<file path="src/rtl/cpu_pkg.sv">
// Shared encodings for the ID/EX stage: opcode/funct values, ALU select codes and immediate modes.
package cpu_pkg;
  localparam logic [5:0] OP_RTYPE = 6'h00;
  localparam logic [5:0] OP_ADDI  = 6'h08;
  localparam logic [5:0] OP_ANDI  = 6'h0C;
  localparam logic [5:0] OP_ORI   = 6'h0D;
  localparam logic [5:0] OP_SLTI  = 6'h0A;
  localparam logic [5:0] OP_LW    = 6'h23;
  localparam logic [5:0] OP_SW    = 6'h2B;
  localparam logic [5:0] OP_BEQ   = 6'h04;
  localparam logic [5:0] OP_BNE   = 6'h05;

  localparam logic [5:0] FN_ADD = 6'h20;
  localparam logic [5:0] FN_AND = 6'h24;
  localparam logic [5:0] FN_OR  = 6'h25;
  localparam logic [5:0] FN_SLT = 6'h2A;
  localparam logic [5:0] FN_SLL = 6'h00;

  localparam logic [2:0] ALU_SEL_ADD  = 3'b000;
  localparam logic [2:0] ALU_SEL_NOOP = 3'b001;
  localparam logic [2:0] ALU_SEL_AND  = 3'b010;
  localparam logic [2:0] ALU_SEL_OR   = 3'b011;
  localparam logic [2:0] ALU_SEL_SLT  = 3'b100;
  localparam logic [2:0] ALU_SEL_SLL  = 3'b101;
  localparam logic [2:0] ALU_SEL_BEQ  = 3'b110;
  localparam logic [2:0] ALU_SEL_BNE  = 3'b111;

  typedef enum logic {IMM_ZEXT = 1'b0, IMM_SEXT = 1'b1} imm_mode_e;

  function automatic logic [31:0] ext_imm16(input logic [15:0] imm, input imm_mode_e mode);
    return (mode == IMM_SEXT) ? {{16{imm[15]}}, imm} : {16'h0000, imm};
  endfunction
endpackage

</file>
<file path="src/rtl/alu_ctrl_decode.sv">
// Combinational decode of opcode/funct into ALU select and per-instruction control bits.
module alu_ctrl_decode
  import cpu_pkg::*;
(
  input  logic [5:0] opcode,
  input  logic [5:0] funct,
  output logic [2:0] sel,
  output imm_mode_e  imm_mode,
  output logic       use_imm,
  output logic       wr_en,
  output logic       wr_rt,
  output logic       mem_rd,
  output logic       mem_wr,
  output logic       illegal
);
  always_comb begin
    sel      = ALU_SEL_NOOP;
    imm_mode = IMM_SEXT;
    use_imm  = 1'b0;
    wr_en    = 1'b0;
    wr_rt    = (opcode != OP_RTYPE);
    mem_rd   = 1'b0;
    mem_wr   = 1'b0;
    illegal  = 1'b0;
    case (opcode)
      OP_RTYPE: begin
        wr_en = 1'b1;
        case (funct)
          FN_ADD:  sel = ALU_SEL_ADD;
          FN_AND:  sel = ALU_SEL_AND;
          FN_OR:   sel = ALU_SEL_OR;
          FN_SLT:  sel = ALU_SEL_SLT;
          FN_SLL:  sel = ALU_SEL_SLL;
          default: begin
            illegal = 1'b1;
            wr_en   = 1'b0;
          end
        endcase
      end
      OP_ADDI: begin sel = ALU_SEL_ADD; use_imm = 1'b1; wr_en = 1'b1; end
      OP_ANDI: begin sel = ALU_SEL_AND; use_imm = 1'b1; wr_en = 1'b1; imm_mode = IMM_ZEXT; end
      OP_ORI:  begin sel = ALU_SEL_OR;  use_imm = 1'b1; wr_en = 1'b1; imm_mode = IMM_ZEXT; end
      OP_SLTI: begin sel = ALU_SEL_SLT; use_imm = 1'b1; wr_en = 1'b1; end
      OP_LW:   begin sel = ALU_SEL_ADD; use_imm = 1'b1; wr_en = 1'b1; mem_rd = 1'b1; end
      OP_SW:   begin sel = ALU_SEL_ADD; use_imm = 1'b1; mem_wr = 1'b1; end
      OP_BEQ:  sel = ALU_SEL_BEQ;
      OP_BNE:  sel = ALU_SEL_BNE;
      default: illegal = 1'b1;
    endcase
  end
endmodule

</file>
<file path="src/rtl/id_ex_stage.sv">
// ID/EX pipeline register with valid/ready handshake, flush, operand forwarding and ALU decode.
module id_ex_stage
  import cpu_pkg::*;
#(
  parameter int DW = 32,
  parameter int RW = 5
) (
  input  logic          clk,
  input  logic          rst_n,
  input  logic          flush,
  input  logic          id_valid,
  output logic          id_ready,
  input  logic [5:0]    id_opcode,
  input  logic [5:0]    id_funct,
  input  logic [RW-1:0] id_rs_addr,
  input  logic [RW-1:0] id_rt_addr,
  input  logic [RW-1:0] id_rd_addr,
  input  logic [DW-1:0] id_rs_val,
  input  logic [DW-1:0] id_rt_val,
  input  logic [15:0]   id_imm16,
  input  logic          exm_wr_en,
  input  logic [RW-1:0] exm_wr_addr,
  input  logic [DW-1:0] exm_wr_data,
  input  logic          mwb_wr_en,
  input  logic [RW-1:0] mwb_wr_addr,
  input  logic [DW-1:0] mwb_wr_data,
  input  logic          ex_ready,
  output logic          ex_valid,
  output logic [DW-1:0] alu_a,
  output logic [DW-1:0] alu_b,
  output logic [2:0]    alu_sel,
  output logic [DW-1:0] ex_store_data,
  output logic          ex_wr_en,
  output logic [RW-1:0] ex_wr_addr,
  output logic          ex_mem_rd,
  output logic          ex_mem_wr,
  output logic          ex_illegal
);
  logic          vld_p1;
  logic [5:0]    opcode_p1, funct_p1;
  logic [RW-1:0] rs_addr_p1, rt_addr_p1, rd_addr_p1;
  logic [DW-1:0] rs_val_p1, rt_val_p1;
  logic [15:0]   imm16_p1;

  logic [2:0]    dec_sel;
  imm_mode_e     dec_imm_mode;
  logic          dec_use_imm, dec_wr_en, dec_wr_rt, dec_mem_rd, dec_mem_wr, dec_illegal;
  logic [DW-1:0] fwd_rs, fwd_rt;

  function automatic logic [DW-1:0] fwd_sel(
    input logic [RW-1:0] src, input logic [DW-1:0] rf_val,
    input logic e_en, input logic [RW-1:0] e_addr, input logic [DW-1:0] e_data,
    input logic m_en, input logic [RW-1:0] m_addr, input logic [DW-1:0] m_data);
    if (src == '0)                  return '0;
    else if (e_en && e_addr == src) return e_data;
    else if (m_en && m_addr == src) return m_data;
    else                            return rf_val;
  endfunction

  assign id_ready = !vld_p1 || ex_ready;

  // ID -> EX boundary: flush wins over capture; an accept with nothing new empties the stage
  always_ff @(posedge clk or negedge rst_n) begin
    if (!rst_n) begin
      vld_p1     <= 1'b0;
      opcode_p1  <= '0;
      funct_p1   <= '0;
      rs_addr_p1 <= '0;
      rt_addr_p1 <= '0;
      rd_addr_p1 <= '0;
      rs_val_p1  <= '0;
      rt_val_p1  <= '0;
      imm16_p1   <= '0;
    end else begin
      if (flush)                      vld_p1 <= 1'b0;
      else if (id_valid && id_ready)  vld_p1 <= 1'b1;
      else if (ex_ready)              vld_p1 <= 1'b0;
      if (id_valid && id_ready) begin
        opcode_p1  <= id_opcode;
        funct_p1   <= id_funct;
        rs_addr_p1 <= id_rs_addr;
        rt_addr_p1 <= id_rt_addr;
        rd_addr_p1 <= id_rd_addr;
        rs_val_p1  <= id_rs_val;
        rt_val_p1  <= id_rt_val;
        imm16_p1   <= id_imm16;
      end
    end
  end

  alu_ctrl_decode u_dec (
    .opcode   (opcode_p1),
    .funct    (funct_p1),
    .sel      (dec_sel),
    .imm_mode (dec_imm_mode),
    .use_imm  (dec_use_imm),
    .wr_en    (dec_wr_en),
    .wr_rt    (dec_wr_rt),
    .mem_rd   (dec_mem_rd),
    .mem_wr   (dec_mem_wr),
    .illegal  (dec_illegal)
  );

  // Forwarding is re-evaluated every cycle so a stalled instruction sees the latest results
  assign fwd_rs = fwd_sel(rs_addr_p1, rs_val_p1, exm_wr_en, exm_wr_addr, exm_wr_data,
                          mwb_wr_en, mwb_wr_addr, mwb_wr_data);
  assign fwd_rt = fwd_sel(rt_addr_p1, rt_val_p1, exm_wr_en, exm_wr_addr, exm_wr_data,
                          mwb_wr_en, mwb_wr_addr, mwb_wr_data);

  assign alu_a         = (dec_sel == ALU_SEL_SLL) ? fwd_rt : fwd_rs;
  assign alu_b         = dec_use_imm ? ext_imm16(imm16_p1, dec_imm_mode) : fwd_rt;
  assign ex_store_data = fwd_rt;
  assign ex_wr_addr    = dec_wr_rt ? rt_addr_p1 : rd_addr_p1;
  assign ex_valid      = vld_p1;
  assign alu_sel       = vld_p1 ? dec_sel : ALU_SEL_NOOP;
  assign ex_wr_en      = vld_p1 && dec_wr_en && (ex_wr_addr != '0);
  assign ex_mem_rd     = vld_p1 && dec_mem_rd;
  assign ex_mem_wr     = vld_p1 && dec_mem_wr;
  assign ex_illegal    = vld_p1 && dec_illegal;
endmodule

</file>
<file path="config.mk">
export PLATFORM = sky130hd
export DESIGN_NAME = id_ex_stage
export DESIGN_NICKNAME = d
export VERILOG_FILES = /design/src/rtl/cpu_pkg.sv /design/src/rtl/alu_ctrl_decode.sv /design/src/rtl/id_ex_stage.sv
export SDC_FILE = /design/constraint.sdc
export NUM_CORES = 1
export LEC_CHECK = 0
export CAP_MARGIN = 20
export CORE_ASPECT_RATIO = 1.5
export CORE_MARGIN = 4
export CORE_UTILIZATION = 48
export DETAILED_ROUTE_END_ITERATION = 8
export PLACE_DENSITY = 0.88
export SETUP_SLACK_MARGIN = 0.4
export SLEW_MARGIN = 10
export SYNTH_ARGS = -nofsm -noshare
export SYNTH_HDL_FRONTEND = slang
export SYNTH_SLANG_ARGS = --single-unit
</file>
<file path="constraint.sdc">
create_clock -name clk -period 5.4 [get_ports clk]
set_input_delay 1.35 -clock clk [delete_from_list [all_inputs] [get_ports clk]]
set_output_delay 1.35 -clock clk [all_outputs]
set_load 0.05 [all_outputs]
</file>
# Yosys cells after proc, flatten, opt, wreduce, memory -nomap -nowiden
# Cells that the tools add are included.
[totals]
regBits = 108
input_bits = 188
wordCells = 74
[classes]
n_eq_ne = 17
mux = 23
n_reduce_logical = 25
[op_table]
columns = ["operator", "n"]
rows = [
  ["two-way mux 32 bit", 9],
  ["equality test 6 bit, second input constant", 6],
  ["equality test 6 x 4 -> 1 bit, second input constant", 4],
  ["one-hot mux 3 bit (7 select lines)", 1],
  ["equality test 5 bit", 4],
  ["one-hot mux 3 bit (5 select lines)", 1],
  ["equality test 6 x 3 -> 1 bit, second input constant", 2],
  ["logical NOT 6 bit", 2],
  ["logical AND 1 bit", 10],
  ["logical NOT 5 bit", 2],
  ["OR reduction 5 bit", 2],
  ["two-way mux 1 bit", 8],
  ["OR reduction 8 bit", 1],
  ["nonzero test 6 bit", 1],
  ["OR reduction 6 bit", 1],
  ["two-way mux 5 bit", 1],
  ["nonzero test 5 bit", 1],
  ["one-hot mux 1 bit (2 select lines)", 2],
  ["equality test 3 bit, second input constant", 1],
  ["two-way mux 3 bit", 1],
  ["nonzero test 3 bit", 1],
  ["OR reduction 3 bit", 1],
  ["OR reduction 2 bit", 1],
  ["logical NOT 1 bit", 1],
  ["logical OR 1 bit", 1],
]

# Depth between registers and ports, before layout
[logic_depth]
word_depth = 6
depth_mapped = 8

# Hierarchy
# Synthesis repeated with hierarchy kept, for this count alone.
[hier_totals]
cells_unflattened = 751
hier_area_um2 = 7076.8
[by_module_without_submodules]
columns = ["module", "instances", "cells_each", "area_per_inst_um2"]
rows = [
  ["id_ex_stage", 1, 712, 6827.8],
  ["alu_ctrl_decode", 1, 39, 249.0],
]

# Least setup slack after synthesis
# Ideal clock, no wire load.
[synth_path]
path_type = "input port to output port"
startpoint = "input exm_wr_addr[1]"
endpoint = "output alu_a[16]"
arrival_time_ns = 3.935
setup_slack_ns = 0.115
stages = 6
cell_sequence = "xnor2_1 -> nand4_1 -> or2_1 -> buf_2 -> a311oi_1 -> mux2_2"
[synth_between]
elab_chain_len = 5
[synth_rtl]
columns = ["element", "line_no", "text"]
rows = [
  ["from (decl)", "id_ex_stage.sv:22", "input logic [RW-1:0] exm_wr_addr,"],
  ["equality test 5 bit", "id_ex_stage.sv:55", "else if (e_en && e_addr == src) return e_data;"],
  ["logical AND 1 bit", "id_ex_stage.sv:55", ""],
  ["two-way mux 32 bit", "id_ex_stage.sv:55", ""],
  ["two-way mux 32 bit", "id_ex_stage.sv:54", "if (src == '0) return '0;"],
  ["via ex_store_data[16]", "id_ex_stage.sv:32", "output logic [DW-1:0] ex_store_data,"],
  ["two-way mux 32 bit", "id_ex_stage.sv:110", "assign alu_a = (dec_sel == ALU_SEL_SLL) ? fwd_rt : fwd_rs;"],
  ["to (decl)", "id_ex_stage.sv:29", "output logic [DW-1:0] alu_a,"],
]
# The timed path passes the listed nets, and every way through them passes these cells.

# Final worst setup path
[layout_path]
startpoint = "input exm_wr_addr[3]"
endpoint = "output alu_a[22]"
[layout_between]
elab_chain_len = 5
[layout_rtl]
columns = ["element", "line_no"]
rows = [
  ["equality test 5 bit", "id_ex_stage.sv:55"],
  ["logical AND 1 bit", "id_ex_stage.sv:55"],
  ["two-way mux 32 bit", "id_ex_stage.sv:55"],
  ["two-way mux 32 bit", "id_ex_stage.sv:54"],
  ["two-way mux 32 bit (*)", "id_ex_stage.sv:110"],
]
# Every way passes the cells marked *; elsewhere a longest branch is shown, timed or not.

==> impl_metrics.json <==
{
  "overflow": 0,
  "period_share_pct": 92.54,
  "io_buffers": 297,
  "routed-wl-met2_mm": 14.97,
  "synth.avg_cell_area_sq_um": 10.22,
  "drv_slew": 0,
  "grt_setup_unrepaired": "yes",
  "finalSetupTns_ns": 0,
  "fmax_ghz": 0.2001,
  "synth_ff_type": "dfrtp_1",
  "worstHoldEndpoint": "rs_val_p1[11]",
  "stdcell_count": 1187,
  "end_kind": "output port",
  "postRouteAntennaNets": 0,
  "relSlewSlack_pct": 23.81,
  "r2r_start": "ex_valid",
  "r2r_cells": 4,
  "drt_iter0_drc": 628,
  "synth_edf_count": 0,
  "grt_max_degree": 63,
  "place_congestion": 0.8875,
  "hold_violations": 0,
  "yosys.area.top_type_share_pct": 36.90,
  "cts-root-buf": "clkbuf_16",
  "final_nets": 1167,
  "p_leak_nw": 4.571,
  "skew_ns": 0.01137,
  "dp.cells": 1160,
  "synth_area_sq_mm": 0.007325,
  "totalPowerFinal_mw": 3.857,
  "antenna_found_initial": 4,
  "hpwl_mm": 21.13,
  "yosys_register_bits": 108,
  "wirelength_mm": 29.93,
  "core_sq_mm": 0.01500,
  "final_common_cell": "clkdlybuf4s50_1",
  "hp-class": "reg -> reg",
  "async_flop_share_pct": 100.0,
  "hold_buffers": 0,
  "crit_type": "in -> out",
  "die-area_sq_mm": 0.01734,
  "yosys_warnings": 0,
  "critPathRequiredTime_ns": 4.05,
  "seqCellArea_sq_mm": 0.002703,
  "dp_slack_ns": 0.3253,
  "hold_depth": 1,
  "placed_area_sq_mm": 0.01143,
  "min_from": "rs_val_p1[11]",
  "fin_crit_ns": 4.997,
  "drive_above_1_share_pct": 35.26,
  "drtPass1Iterations": 7,
  "synth_nets": 905,
  "pin_count": 298,
  "cts_buffers": 9,
  "netlist-cell-type-count": 46,
  "clk_pin_slew_ns": 0.07,
  "status": "complete, no violations",
  "die-height_um": 159.3,
  "cap_violations": 0,
  "start_util_pct": 48.82,
  "grtUsageTotal_pct": 32.58,
  "cts_max_level": 3,
  "wl_met3_mm": 2.950,
  "clock-sinks": 108,
  "syn_to_final_growth_pct": 63.36,
  "final_area_sq_mm": 0.01197,
  "cp.arrival_ns": 3.65,
  "clock_tree.buffer_depth": 2,
  "dr.max_layer_used": "met4",
  "clk_latency_ns": 0.34,
  "multiInputGateArea_sq_mm": 0.004443,
  "layout_common_cells": "clkdlybuf4s50_1 (200), mux2_2 (155), dfrtp_1 (108), buf_12 (100), nor3_1 (67)",
  "final_util_pct": 79.76,
  "cts_tree": "yes",
  "drc": 0,
  "start_kind": "input port",
  "synth_cells": 717,
  "yosysTopAreaCell": "dfrtp_1",
  "wl_met1_mm": 9.973,
  "setup_ws_ns": 0.4027,
  "crit_fanout": 32,
  "fillers": 901,
  "rrSetupSlack_ns": 3.19,
  "r2r_end": "rt_val_p1[26]",
  "grt_pass1_vias": 7820,
  "synth.area.top_cells": "dfrtp_1 (37%), mux2_2 (24%), a311oi_2 (6.1%), o21ai_0 (4.8%), nor3_1 (4.6%)",
  "power.density_mw_per_mm2": 322.4,
  "row_count": 55,
  "wl_per_cell_um": 25.21,
  "setup_violations": 0,
  "vdd_drop_max_v": 0.0002185,
  "grt_pass1_wl_mm": 43.44,
  "die_w_um": 108.9,
  "vias_per_cell": 6.447,
  "vias": 7653,
  "hold_ws_ns": 0.5008,
  "yosysSeqAreaShare_pct": 36.90,
  "worst_pin_slew_ns": 1.140
}
## cell families (layout without fill, tap and decap cells)
| group | count (synthesis) | in the layout | synth area share (%) |
|---|---|---|---|
| compound gates | 162 | 162 | 17.92 |
| simple gates | 186 | 186 | 13.39 |
| mux | 160 | 160 | 24.68 |
| xor+xnor | 20 | 20 | 2.392 |
| other cells | 0 | 4 | 0 |
| flops | 108 | 108 | 36.90 |
| buf+inv | 81 | 348 | 4.715 |
## worst max-delay path, stage by stage
cell and delay, ns:
clkdlybuf4s50_1 0.53, xnor2_1 0.15, nand4_1 0.15, or2_2 0.34
buf_12 0.21, a311oi_2 0.45, mux2_2 0.29, buf_12 0.14
## report_power, final
group	switching [mW]	total, mW	internal, mW
Sequential	0.0788	0.987	0.909
Combinational	1.15	2.19	1.05
Clock	0.313	0.677	0.364
## cells in the mapped netlist (all sizes together), types with 2 or more instances
cell type    n
buf         29
a21o        17
nand4        6
o21ai       70
or2          2
nand2       12
mux2       159
nand2b       2
inv          2
and3b        2
and4         2
nand3       65
nor2        10
or4          3
nor3        67
xnor2       20
nand3b       2
a21oi        4
a311oi      64
and3         4
and2         3
dfrtp      108
clkbuf      50
## sequential cells by signal (all words and copies together), names as in the netlist, 5 cells and up
name,count
funct_p1,6
imm16_p1,16
opcode_p1,6
rd_addr_p1,5
rs_addr_p1,5
rs_val_p1,32
rt_addr_p1,5
rt_val_p1,32
## repair_timing
action,CTS,global route
endpoints found under the setup margin,8,34
pin swaps,0,7
buffers inserted,0,6
gates resized for setup,4,17
## routing by layer
layer / vias up / global-route usage, %
met5: - / 0
met4: 0 / 20.51
met3: 151 / 6.694
met2: 578 / 54.14
met1: 3660 / 37.46
li1: 3264 / -
## layout make-up
cell class                      count  area share, %
Antenna cell                        4        0.08366
Clock buffer                        9          1.882
Clock inverter                      7         0.6274
Inverter                            2        0.06274
Multi-Input combinational cell    528          37.13
Sequential cell                   108          22.59
Tap cell                          199          2.081
Timing Repair Buffer              330          35.54
## how the worst max path moves through the flow
| stage | start | to | slack (ns) | cells past startpoint |
|---|---|---|---|---|
| detailed placement | exm_wr_addr[3] | alu_b[11] | 0.33 | 8 |
| floorplan | exm_wr_addr[1] | alu_a[16] | 0.12 | 6 |
| global route | exm_wr_addr[3] | alu_a[28] | 0.34 | 8 |
| global placement | exm_wr_addr[2] | alu_b[11] | 0.40 | 8 |
| finish | exm_wr_addr[3] | alu_a[22] | 0.40 | 8 |
| CTS | exm_wr_addr[3] | alu_a[6] | 0.40 | 8 |
(Power assumes the default switching activity.)
